`src/rtl/alu_seq.sv`:
```
// Sequential ALU stage feeding the accumulator (result -> ACin, wr_AC strobe).
// Optional build macro ALU_MUL_EN: op 111 is a multi-cycle shift-add multiply; otherwise SHR1.
module alu_seq #(
    parameter int unsigned WIDTH = 18
) (
    input  logic             clk,
    input  logic             rst,
    input  logic             start,
    input  logic [2:0]       op,
    input  logic [WIDTH-1:0] opa,
    input  logic [WIDTH-1:0] opb,
    output logic             busy,
    output logic             done,
    output logic             wr_AC,
    output logic [WIDTH-1:0] result,
    output logic             zero,
    output logic             neg,
    output logic             carry,
    output logic             ovf
);

    localparam logic [2:0] OP_ADD = 3'b000;
    localparam logic [2:0] OP_SUB = 3'b001;
    localparam logic [2:0] OP_AND = 3'b010;
    localparam logic [2:0] OP_OR  = 3'b011;
    localparam logic [2:0] OP_XOR = 3'b100;
    localparam logic [2:0] OP_NOT = 3'b101;
    localparam logic [2:0] OP_SHL = 3'b110;

`ifdef ALU_MUL_EN
    localparam logic [2:0]  OP_MUL = 3'b111;
    localparam int unsigned CW     = (WIDTH > 1) ? $clog2(WIDTH) : 1;

    typedef enum logic [1:0] {
        S_IDLE,
        S_EXEC,
        S_MUL,
        S_DONE
    } state_t;
`else
    localparam logic [2:0] OP_SHR = 3'b111;

    typedef enum logic [1:0] {
        S_IDLE,
        S_EXEC,
        S_DONE
    } state_t;
`endif

    state_t           state;
    state_t           state_nxt;

    logic [2:0]       op_q;
    logic [WIDTH-1:0] a_q;
    logic [WIDTH-1:0] b_q;

    logic [WIDTH-1:0] alu_res;
    logic             alu_c;

`ifdef ALU_MUL_EN
    logic [2*WIDTH-1:0] prod;
    logic [2*WIDTH-1:0] prod_nxt;
    logic [WIDTH:0]     psum;
    logic [CW-1:0]      cnt;
    logic               mul_last;
    logic               ovf_q;
`endif

    // ------------------------------------------------------------------
    // State register
    // ------------------------------------------------------------------
    always_ff @(posedge clk or posedge rst) begin
        if (rst) begin
            state <= S_IDLE;
        end else begin
            state <= state_nxt;
        end
    end

`ifdef ALU_MUL_EN
    assign mul_last = (cnt == CW'(WIDTH - 1));
`endif

    // ------------------------------------------------------------------
    // Next-state logic
    // ------------------------------------------------------------------
    always_comb begin
        state_nxt = state;
        case (state)
            S_IDLE: begin
                if (start) begin
`ifdef ALU_MUL_EN
                    state_nxt = (op == OP_MUL) ? S_MUL : S_EXEC;
`else
                    state_nxt = S_EXEC;
`endif
                end
            end
            S_EXEC: state_nxt = S_DONE;
`ifdef ALU_MUL_EN
            S_MUL: begin
                if (mul_last) begin
                    state_nxt = S_DONE;
                end
            end
`endif
            S_DONE: state_nxt = S_IDLE;
            default: state_nxt = S_IDLE;
        endcase
    end

    assign busy  = (state != S_IDLE);
    assign done  = (state == S_DONE);
    assign wr_AC = (state == S_DONE);

    // ------------------------------------------------------------------
    // Single-cycle operations on the latched operands
    // ------------------------------------------------------------------
    always_comb begin
        alu_res = '0;
        alu_c   = 1'b0;
        case (op_q)
            OP_ADD: {alu_c, alu_res} = {1'b0, a_q} + {1'b0, b_q};
            // Extending to WIDTH+1 bits makes the top bit the unsigned borrow.
            OP_SUB: {alu_c, alu_res} = {1'b0, a_q} - {1'b0, b_q};
            OP_AND: alu_res = a_q & b_q;
            OP_OR:  alu_res = a_q | b_q;
            OP_XOR: alu_res = a_q ^ b_q;
            OP_NOT: alu_res = ~a_q;
            OP_SHL: begin
                alu_res = {a_q[WIDTH-2:0], 1'b0};
                alu_c   = a_q[WIDTH-1];
            end
`ifndef ALU_MUL_EN
            OP_SHR: begin
                alu_res = {1'b0, a_q[WIDTH-1:1]};
                alu_c   = a_q[0];
            end
`endif
            default: begin
                alu_res = '0;
                alu_c   = 1'b0;
            end
        endcase
    end

`ifdef ALU_MUL_EN
    // Multiplier sits in the low half of prod and shifts out as the product fills the top.
    always_comb begin
        psum     = {1'b0, prod[2*WIDTH-1:WIDTH]} + (prod[0] ? {1'b0, b_q} : '0);
        prod_nxt = {psum, prod[WIDTH-1:1]};
    end
`endif

    // ------------------------------------------------------------------
    // Operand latches, multiply datapath and registered result/flags
    // ------------------------------------------------------------------
    always_ff @(posedge clk or posedge rst) begin
        if (rst) begin
            op_q   <= '0;
            a_q    <= '0;
            b_q    <= '0;
            result <= '0;
            zero   <= 1'b0;
            neg    <= 1'b0;
            carry  <= 1'b0;
`ifdef ALU_MUL_EN
            prod   <= '0;
            cnt    <= '0;
            ovf_q  <= 1'b0;
`endif
        end else begin
            case (state)
                S_IDLE: begin
                    if (start) begin
                        op_q <= op;
                        a_q  <= opa;
                        b_q  <= opb;
`ifdef ALU_MUL_EN
                        prod <= {{WIDTH{1'b0}}, opa};
                        cnt  <= '0;
`endif
                    end
                end
                S_EXEC: begin
                    result <= alu_res;
                    zero   <= (alu_res == '0);
                    neg    <= alu_res[WIDTH-1];
                    carry  <= alu_c;
`ifdef ALU_MUL_EN
                    ovf_q  <= 1'b0;
`endif
                end
`ifdef ALU_MUL_EN
                S_MUL: begin
                    prod <= prod_nxt;
                    cnt  <= cnt + CW'(1);
                    if (mul_last) begin
                        result <= prod_nxt[WIDTH-1:0];
                        zero   <= (prod_nxt[WIDTH-1:0] == '0);
                        neg    <= prod_nxt[WIDTH-1];
                        carry  <= 1'b0;
                        ovf_q  <= |prod_nxt[2*WIDTH-1:WIDTH];
                    end
                end
`endif
                default: begin
                end
            endcase
        end
    end

`ifdef ALU_MUL_EN
    assign ovf = ovf_q;
`else
    assign ovf = 1'b0;
`endif

endmodule

```
`config.mk`:
```
export PLATFORM = sky130hd
export DESIGN_NAME = alu_seq
export DESIGN_NICKNAME = d
export VERILOG_FILES = /design/src/rtl/alu_seq.sv
export SDC_FILE = /design/constraint.sdc
export NUM_CORES = 1
export LEC_CHECK = 0
export ABC_CLOCK_PERIOD_IN_PS = 8080
export BUFFER_PORTS_ARGS = -buffer_cell sky130_fd_sc_hd__buf_2
export CAP_MARGIN = 15
export CORE_UTILIZATION = 55
export CTS_BUF_LIST = sky130_fd_sc_hd__clkbuf_8 sky130_fd_sc_hd__clkbuf_16
export CTS_CLUSTER_DIAMETER = 80
export DETAILED_ROUTE_END_ITERATION = 12
export GPL_ROUTABILITY_DRIVEN = 1
export PLACE_DENSITY = 0.74
export SETUP_SLACK_MARGIN = 0.5
export SKIP_LAST_GASP = 1
export SLEW_MARGIN = 5
export SYNTH_ARGS = -nofsm -noshare
export SYNTH_HDL_FRONTEND = slang
export SYNTH_SLANG_ARGS = --single-unit
```
`constraint.sdc`:
```
create_clock -name clk -period 8.08 [get_ports clk]
set_input_delay 0 -clock clk [delete_from_list [all_inputs] [get_ports clk]]
set_output_delay 0 -clock clk [all_outputs]
set_load 0.02 [all_outputs]
```
**Word level (Yosys, flattened, before mapping)**

Index checks and enable logic that the tools add are counted.

- Word-level logic and storage cells: 33
- Bits of input ports: 42
- Bits in registers: 62
- Output and inout bits: 25

- Bitwise operators: 4
- Eq/ne operators: 10
- Add/subtract/negate cells: 2
- Mux-type cells: 4
- Reduce and logical (&&, ||, !) cells: 5

Operators by type and width:

| operator | number |
|---|---|
| 18-bit case mux with 8 select lines | 1 |
| 18-bit by 18-bit adder with 19-bit output | 1 |
| 18-bit by 18-bit subtractor with 19-bit output | 1 |
| 18-bit bitwise AND | 1 |
| 18-bit logical NOT | 1 |
| 18-bit inverter | 1 |
| 18-bit bitwise OR | 1 |
| 18-bit XOR | 1 |
| 3-bit == test (second input constant) | 4 |
| 3-bit by 2-bit == test with 1-bit output (second input constant) | 2 |
| 1-bit case mux with 4 select lines | 1 |
| 2-bit case mux with 2 select lines | 1 |
| 3-bit by 1-bit == test with 1-bit output (second input constant) | 1 |
| 3-bit logical NOT | 1 |
| 2-bit by 1-bit == test with 1-bit output (second input constant) | 1 |
| 2-bit == test (second input constant) | 1 |
| 2-bit logical NOT | 1 |
| 2-bit two-way mux | 1 |
| 2-bit inequality test (second input constant) | 1 |
| 2-bit AND reduction | 1 |
| 2-bit nonzero test | 1 |

**Depth between registers and ports, before layout**

Gate-level depths: netlist of the first run.

- Word-level depth: 3
- Gate-level depth with buffers: 12

**Worst setup path before layout of the first run**

Ideal clock, no wire load.

- Kind: flip-flop to flip-flop
- Start point: register a_q[0]
- End point: register zero
- Arrival time: 2.735 ns
- Data required time: 7.988 ns
- Path slack: 5.253 ns
- Stages on the path, launching flop included: 13
- Cells stage by stage: dfrtp_1 > inv_1 > ha_1 > fa_1 > or2_2 > a221oi_1 > o22a_1 > a2111oi_0 > a311oi_1 > nand4_1 > nor4_1 > nand4_1 > o31ai_2

- Cells in the longest elaborated chain, start to end: 3

Ends and longest elaborated chain:

| what | line | RTL |
|---|---|---|
| start, declared | 54 | `logic [WIDTH-1:0] a_q;` |
| start signal, assigned | 177 | `a_q <= opa;` |
| 18-bit by 18-bit subtractor with 19-bit output (tied with other cells) | 125 | `OP_SUB: {alu_c, alu_res} = {1'b0, a_q} - {1'b0, b_q};` |
| 18-bit case mux with 8 select lines * | 122 | `case (op_q)` |
| 18-bit logical NOT * | 187 | `zero <= (alu_res == '0);` |
| end signal, assigned | 187 |  |
| end, declared | 16 | `output logic zero,` |

Mark *: on every way between the ends. The rest lies on a longest branch, timed or not.
A chain may end at the register's enable or synchronous reset.

**Worst setup path in the final report of the first run**

Ends and elaborated chain as after synthesis.

==> impl_metrics.ini, run 1 <==
[timing]
whs_ns = 0.301
fin_crit_ns = 3.59
slew_headroom = 0.392
worst_slew_pin_slew_ns = 0.910
fin_ws_ns = 4.49
final_hold_viol_count = 0
finalCritPeriodShare = 0.444
drv_slew = 0
skew_ns = 0.00828
rsz0062_at_grt = false
fmax_mhz = 279
setup_tns_ns = 0
setup_viol = 0

[synthesis]
synthesis.nets = 824
synth-seq-cells = 61
ys.flop_type = dfrtp_1
ys_warn_count = 0
netlist_top_cells_area = dfrtp_1 (26%), ha_1 (12%), o21ai_0 (6.4%), nand2_1 (5.7%), inv_1 (3.8%)
synth.avg_cell_area_sq_um = 7.94
syn_area_sq_um = 5760
synth.top_cell.area_share = 0.265
yosys.area.top_type = dfrtp_1
synth_edf_count = 0
synth_cell_types = 79
synth_cells = 726
asyncSetResetFlopFracSynth = 1.00
seq_area_frac_synth = 0.265
ys_top_cells_by_count = nand2_1 (88), o21ai_0 (74), dfrtp_1 (61), inv_1 (59), ha_1 (54)
synth.most_common_cell = nand2_1

[clocking]
tritoncts = done
cts.repair.resized = 0
numCtsBuffers = 9
clk_latency_ns = 0.36
clock_path_buffers = 2
root_buffer = clkbuf_8
cts-htree-levels = 3
cts.sinks = 61
clkTransAtPathRegs_ns = 0.07

[setup_path]
reg2reg_depth = 12
ff2ff_setup_slack_ns = 4.49
r2r-end = zero
start_kind = flip-flop
crit_top_cell = nand4_1
cp_cell_sequence = inv_1, ha_1, fa_1, or2_2, a221oi_1, o22a_1, a2111oi_0, a311oi_1, nand4_1, nor4_1, nand4_1, o31ai_2
critPathSlowestCell = a311oi_1
r2r-start = a_q[0]
arrival_ns = 3.86
criticalPathCategory = flip-flop to flip-flop
path_buf_inv = 1
crit_path_end_kind = flip-flop
worst_ep_required_time_ns = 8.35
path_max_fanout = 5
slowest_delay_ns = 0.53
cpLargestDelayFamily = compound AO/OA/AOI/OAI gates

[layout]
area_growth_pct = 15.9
fin_cells = 941
nets = 898
n_antenna_cell = 0
drive_above_1_share = 0.152
final_area_sq_um = 6680
fill_cells = 902
post-route-util = 0.653

[die]
chipWidth_um = 104
pin_count = 67
num_rows = 37
core_area_sq_um = 10200
die_area_sq_um = 10900
initial_utilization = 0.563
fp.dieH_um = 104

[route]
routed_wl_mm = 17.4
drc = 0
first_pass_iters = 5
drt_iter0_markers = 470
vias_per_cell = 6.12
routedWlPerCell_um = 18.5
drtAntennaViolNets = 0
vias = 5757

[power]
leakage_nw = 3.03
vdd_drop_max_uv = 200
totalPowerFinal_mw = 2.12
power.density_nw_per_um2 = 318

[global_route]
track_usage = 0.333
antenna_found_initial = 0
grt_pass1_wl_mm = 28.5
grt_pass1_vias = 5429
grt_max_degree = 80
overflow = 0

[placed_design]
dpl_worst_slack_ns = 4.58
place.port_buffers = 65
post_dp_cell_area_sq_um = 6080
dp_hpwl_mm = 12.3
placedCellCount = 885
gp_congestion = 0.954

[outcome]
status = finished, final reports clean

[min_path]
hold_path_class = input pin to flip-flop
hold_path_depth = 4
holdPathEnd = state[0]
hp-start = start

[flow_run]
cap_violations = 0
==> where the power goes <==
part / switching (mW) / internal, mW / leakage, nW / total, mW
clock network: 0.129 / 0.144 / 0.101 / 0.273
registers: 0.0691 / 0.398 / 0.751 / 0.467
logic: 0.874 / 0.507 / 2.18 / 1.38
total: 1.07 / 1.05 / 3.03 / 2.12
==> per-layer routing <==
layer | GRT usage | wire, um | vias to the layer above
met5 | 0 | 0 | -
met4 | 0.117 | 414 | 0
met1 | 0.484 | 8100 | 2742
li1 | - | - | 2738
met2 | 0.504 | 7470 | 252
met3 | 0.0470 | 1420 | 25
==> flip-flops by register name, summed over array words and instances, names as in the netlist <==
name and count:
b_q 18, op_q 3, state 2, a_q 18
carry 1, result 18, zero 1
==> placed cells by master, fill, tap and decap left out, types with 9 or more instances in the layout <==
cell and n:
inv_1 58, nor2_1 46, nand3_1 14, nand2b_1 12, clkbuf_8 13, a211oi_1 12, ha_1 54, nor3_1 17
mux2i_1 10, a21oi_1 39, buf_2 65, dlygate4sd3_1 40, o21ai_0 74, nand2_1 88, a31oi_1 9, dfrtp_1 60
nor2b_1 13
==> worst max-delay path by stage <==
stage / cells past startpoint / from / slack [ns] / to
6_report: 12 / a_q[0] / 4.49 / zero
3_5_place_dp: 12 / a_q[0] / 4.58 / zero
5_1_grt: 12 / a_q[0] / 4.30 / zero
2_1_floorplan: 12 / a_q[0] / 5.25 / zero
4_1_cts: 12 / a_q[0] / 4.57 / zero
3_3_place_gp: 12 / a_q[0] / 4.71 / zero
==> worst register-to-register path, stage by stage (launching register included) <==
cell	delay [ns]
dfrtp_1	0.41
inv_1	0.10
ha_1	0.25
fa_1	0.44
or2_2	0.32
a221oi_1	0.27
o22a_1	0.28
a2111oi_0	0.12
a311oi_1	0.53
nand4_1	0.19
nor4_1	0.23
nand4_1	0.16
o31ai_2	0.19
==> kinds of logic after synthesis <==
group | share of synthesized area
other cells | 0.000651
buf+inv | 0.0812
flops | 0.265
xor+xnor | 0.0106
fa+ha+maj | 0.124
mux | 0.0545
simple gates | 0.206
compound gates | 0.258
==> area by class of cell <==
cell class                 count  area, sq um  share of cell area
clock buffer                  13          179              0.0268
sequential                    61         1530               0.229
inverter                      61          229              0.0343
timing repair buffer         112          778               0.117
multi-input combinational    555         3780               0.566
clock inverter                 3         17.5             0.00262
tap                          136          170              0.0255
==> repair_timing <==
action	4_1_cts	5_1_grt
buffers inserted	0	0
endpoints found under the hold margin	100	0
hold buffers	40	0
(Power assumes the default switching activity.)
==> run 2: changes to the inputs <==
ABC_CLOCK_PERIOD_IN_PS = 3100   (was 8080)
CORE_UTILIZATION = 54   (was 55)
PLACE_DENSITY = 0.76   (was 0.74)
clock period = 3.1 ns   (was 8.08 ns; I/O delays follow)
==> run 2 against run 1 <==
  * The run now ends with setup timing left
  * Sequential power increased to 2.7 times the previous value
  * Critical path type unchanged
  * Largest power group unchanged
  * Routed wire length increased by 21%
  * Power increased to 3.4 times the previous value
  * Combinational power increased to 3.8 times the previous value
  * Largest cell class unchanged
  * Fmax increased by 12%
==> impl_metrics.ini, run 2 (synthesis gave the netlist of run 1 again) <==
[power]
power.density_nw_per_um2 = 871
vdd_drop_max_uv = 507
leakage_nw = 3.70

[die]
die_area_sq_um = 11100
initial_utilization = 0.558
fp.dieH_um = 105
core_area_sq_um = 10300
chipWidth_um = 105
num_rows = 37
pin_count = 67

[route]
routed_wl_mm = 21.1
first_pass_iters = 8
drtAntennaViolNets = 0
drt_iter0_markers = 549
drc = 0
routedWlPerCell_um = 19.9
vias = 6551
vias_per_cell = 6.16

[clocking]
tritoncts = done
clock_path_buffers = 2
numCtsBuffers = 9
root_buffer = clkbuf_8
clkTransAtPathRegs_ns = 0.08
cts.sinks = 61
clk_latency_ns = 0.35
cts-htree-levels = 3

[timing]
fin_ws_ns = -0.0996
slew_headroom = 0.411
skew_ns = 0.0136
rsz0062_at_grt = true
setup_tns_ns = -0.0996
final_hold_viol_count = 0
fin_crit_ns = 3.20
finalCritPeriodShare = 1.03
fmax_mhz = 313
worst_slew_pin_slew_ns = 0.882
whs_ns = 0.0924
setup_viol = 1
drv_slew = 0

[placed_design]
dp_hpwl_mm = 14.7
gp_congestion = 0.966
placedCellCount = 960
place.port_buffers = 65

[setup_path]
crit_path_end_kind = flip-flop
criticalPathCategory = flip-flop to flip-flop
path_max_fanout = 3
start_kind = flip-flop
worst_ep_required_time_ns = 3.36
arrival_ns = 3.46

[global_route]
overflow = 0
grt_pass1_wl_mm = 32.2
grt_pass1_vias = 6284
antenna_found_initial = 0
track_usage = 0.372
grt_max_degree = 41

[layout]
layout_common_cells = buf_4 (118), nand2_1 (87), o21ai_0 (68)
reg_top3 = a_q: 18 flops, b_q: 18 flops, result: 18 flops
n_antenna_cell = 0
final_common_cell = buf_4
fin_cells = 1064
area_growth_pct = 42.4
drive_above_1_share = 0.357
nets = 1021

[min_path]
hold_path_class = input pin to flip-flop

[outcome]
status = finished with violations
violations = setup timing

[flow_run]
cap_violations = 0
[run 2: cell count changes in the layout (fill, tap and decap cells not counted), sizes merged]
cell	delta
bufinv	+1
clkbuf	-4
inv	+1
clkinvlp	+1
clkinv	+1
buf	+123
[run 2: report_power, final]
group / switching [mW] / internal (mW) / leakage (nW)
registers: 0.210 / 1.04 / 0.748
logic: 2.86 / 2.31 / 2.85
clock network: 0.356 / 0.367 / 0.0964
total: 3.43 / 3.72 / 3.70
[run 2: cell type report]
| cell class | count | area [sq um] |
|---|---|---|
| Clock buffer | 9 | 124 |
| Clock inverter | 7 | 67.6 |
| Fill cell | 672 | 2110 |
| Inverter | 61 | 229 |
| Multi-Input combinational cell | 555 | 4330 |
| Sequential cell | 61 | 1530 |
| Tap cell | 136 | 170 |
| Timing Repair Buffer | 235 | 1760 |
[run 2: path summary, 6_finish.rpt]
check	from	end	slack [ns]	depth (start not counted)
setup / recovery	a_q[7]	zero	-0.1	11
hold / removal	start	a_q[1]	0.09	5
setup reg to reg	a_q[7]	zero	-0.1	11
hold reg to reg	result[10]	result[10]	0.47	2
max in group asynchronous	rst	op_q[0]	1.85	4
min in group asynchronous	rst	a_q[0]	0.39	3
[run 2: critical path, cell delays in order, from the launching register on]
cell      delay (ns)
dfrtp_1         0.44
ha_4            0.19
or4_4           0.53
o22a_1          0.23
buf_4           0.16
a221o_1         0.33
a311oi_2        0.33
buf_4           0.17
nand4_1         0.10
nor4_2          0.29
nand4_1         0.15
o31ai_2         0.21
[run 2: metal layers]
layer / wire length [um] / share of wire / global-route usage
met1: 9040 / 0.43 / 0.499
met2: 9710 / 0.46 / 0.599
met3: 1770 / 0.084 / 0.0724
met4: 613 / 0.029 / 0.125
met5: 0 / 0 / 0
[run 2: per-stage QoR]
stage	instance area [sq um]	worst slack [ns]	utilization	total power [mW]
after CTS	7740	-0.0472	0.750	6.48
after detailed placement	6730	-0.0756	0.652	5.30
after global placement	6730	-0.0198	0.652	5.22
final	8210	-0.0996	0.795	7.15
after global routing	8210	-0.199	0.795	7.54
after floorplan	5840	0.394	-	3.86
[run 2: repair_timing]
item / 4_1_cts / 5_1_grt
endpoints found under the setup margin: 11 / 12
gates resized for setup: 47 / 70
buffers inserted: 31 / 17
pin swaps: 43 / 43
hold endpoints to repair: 78 / 0
hold buffers: 40 / 0
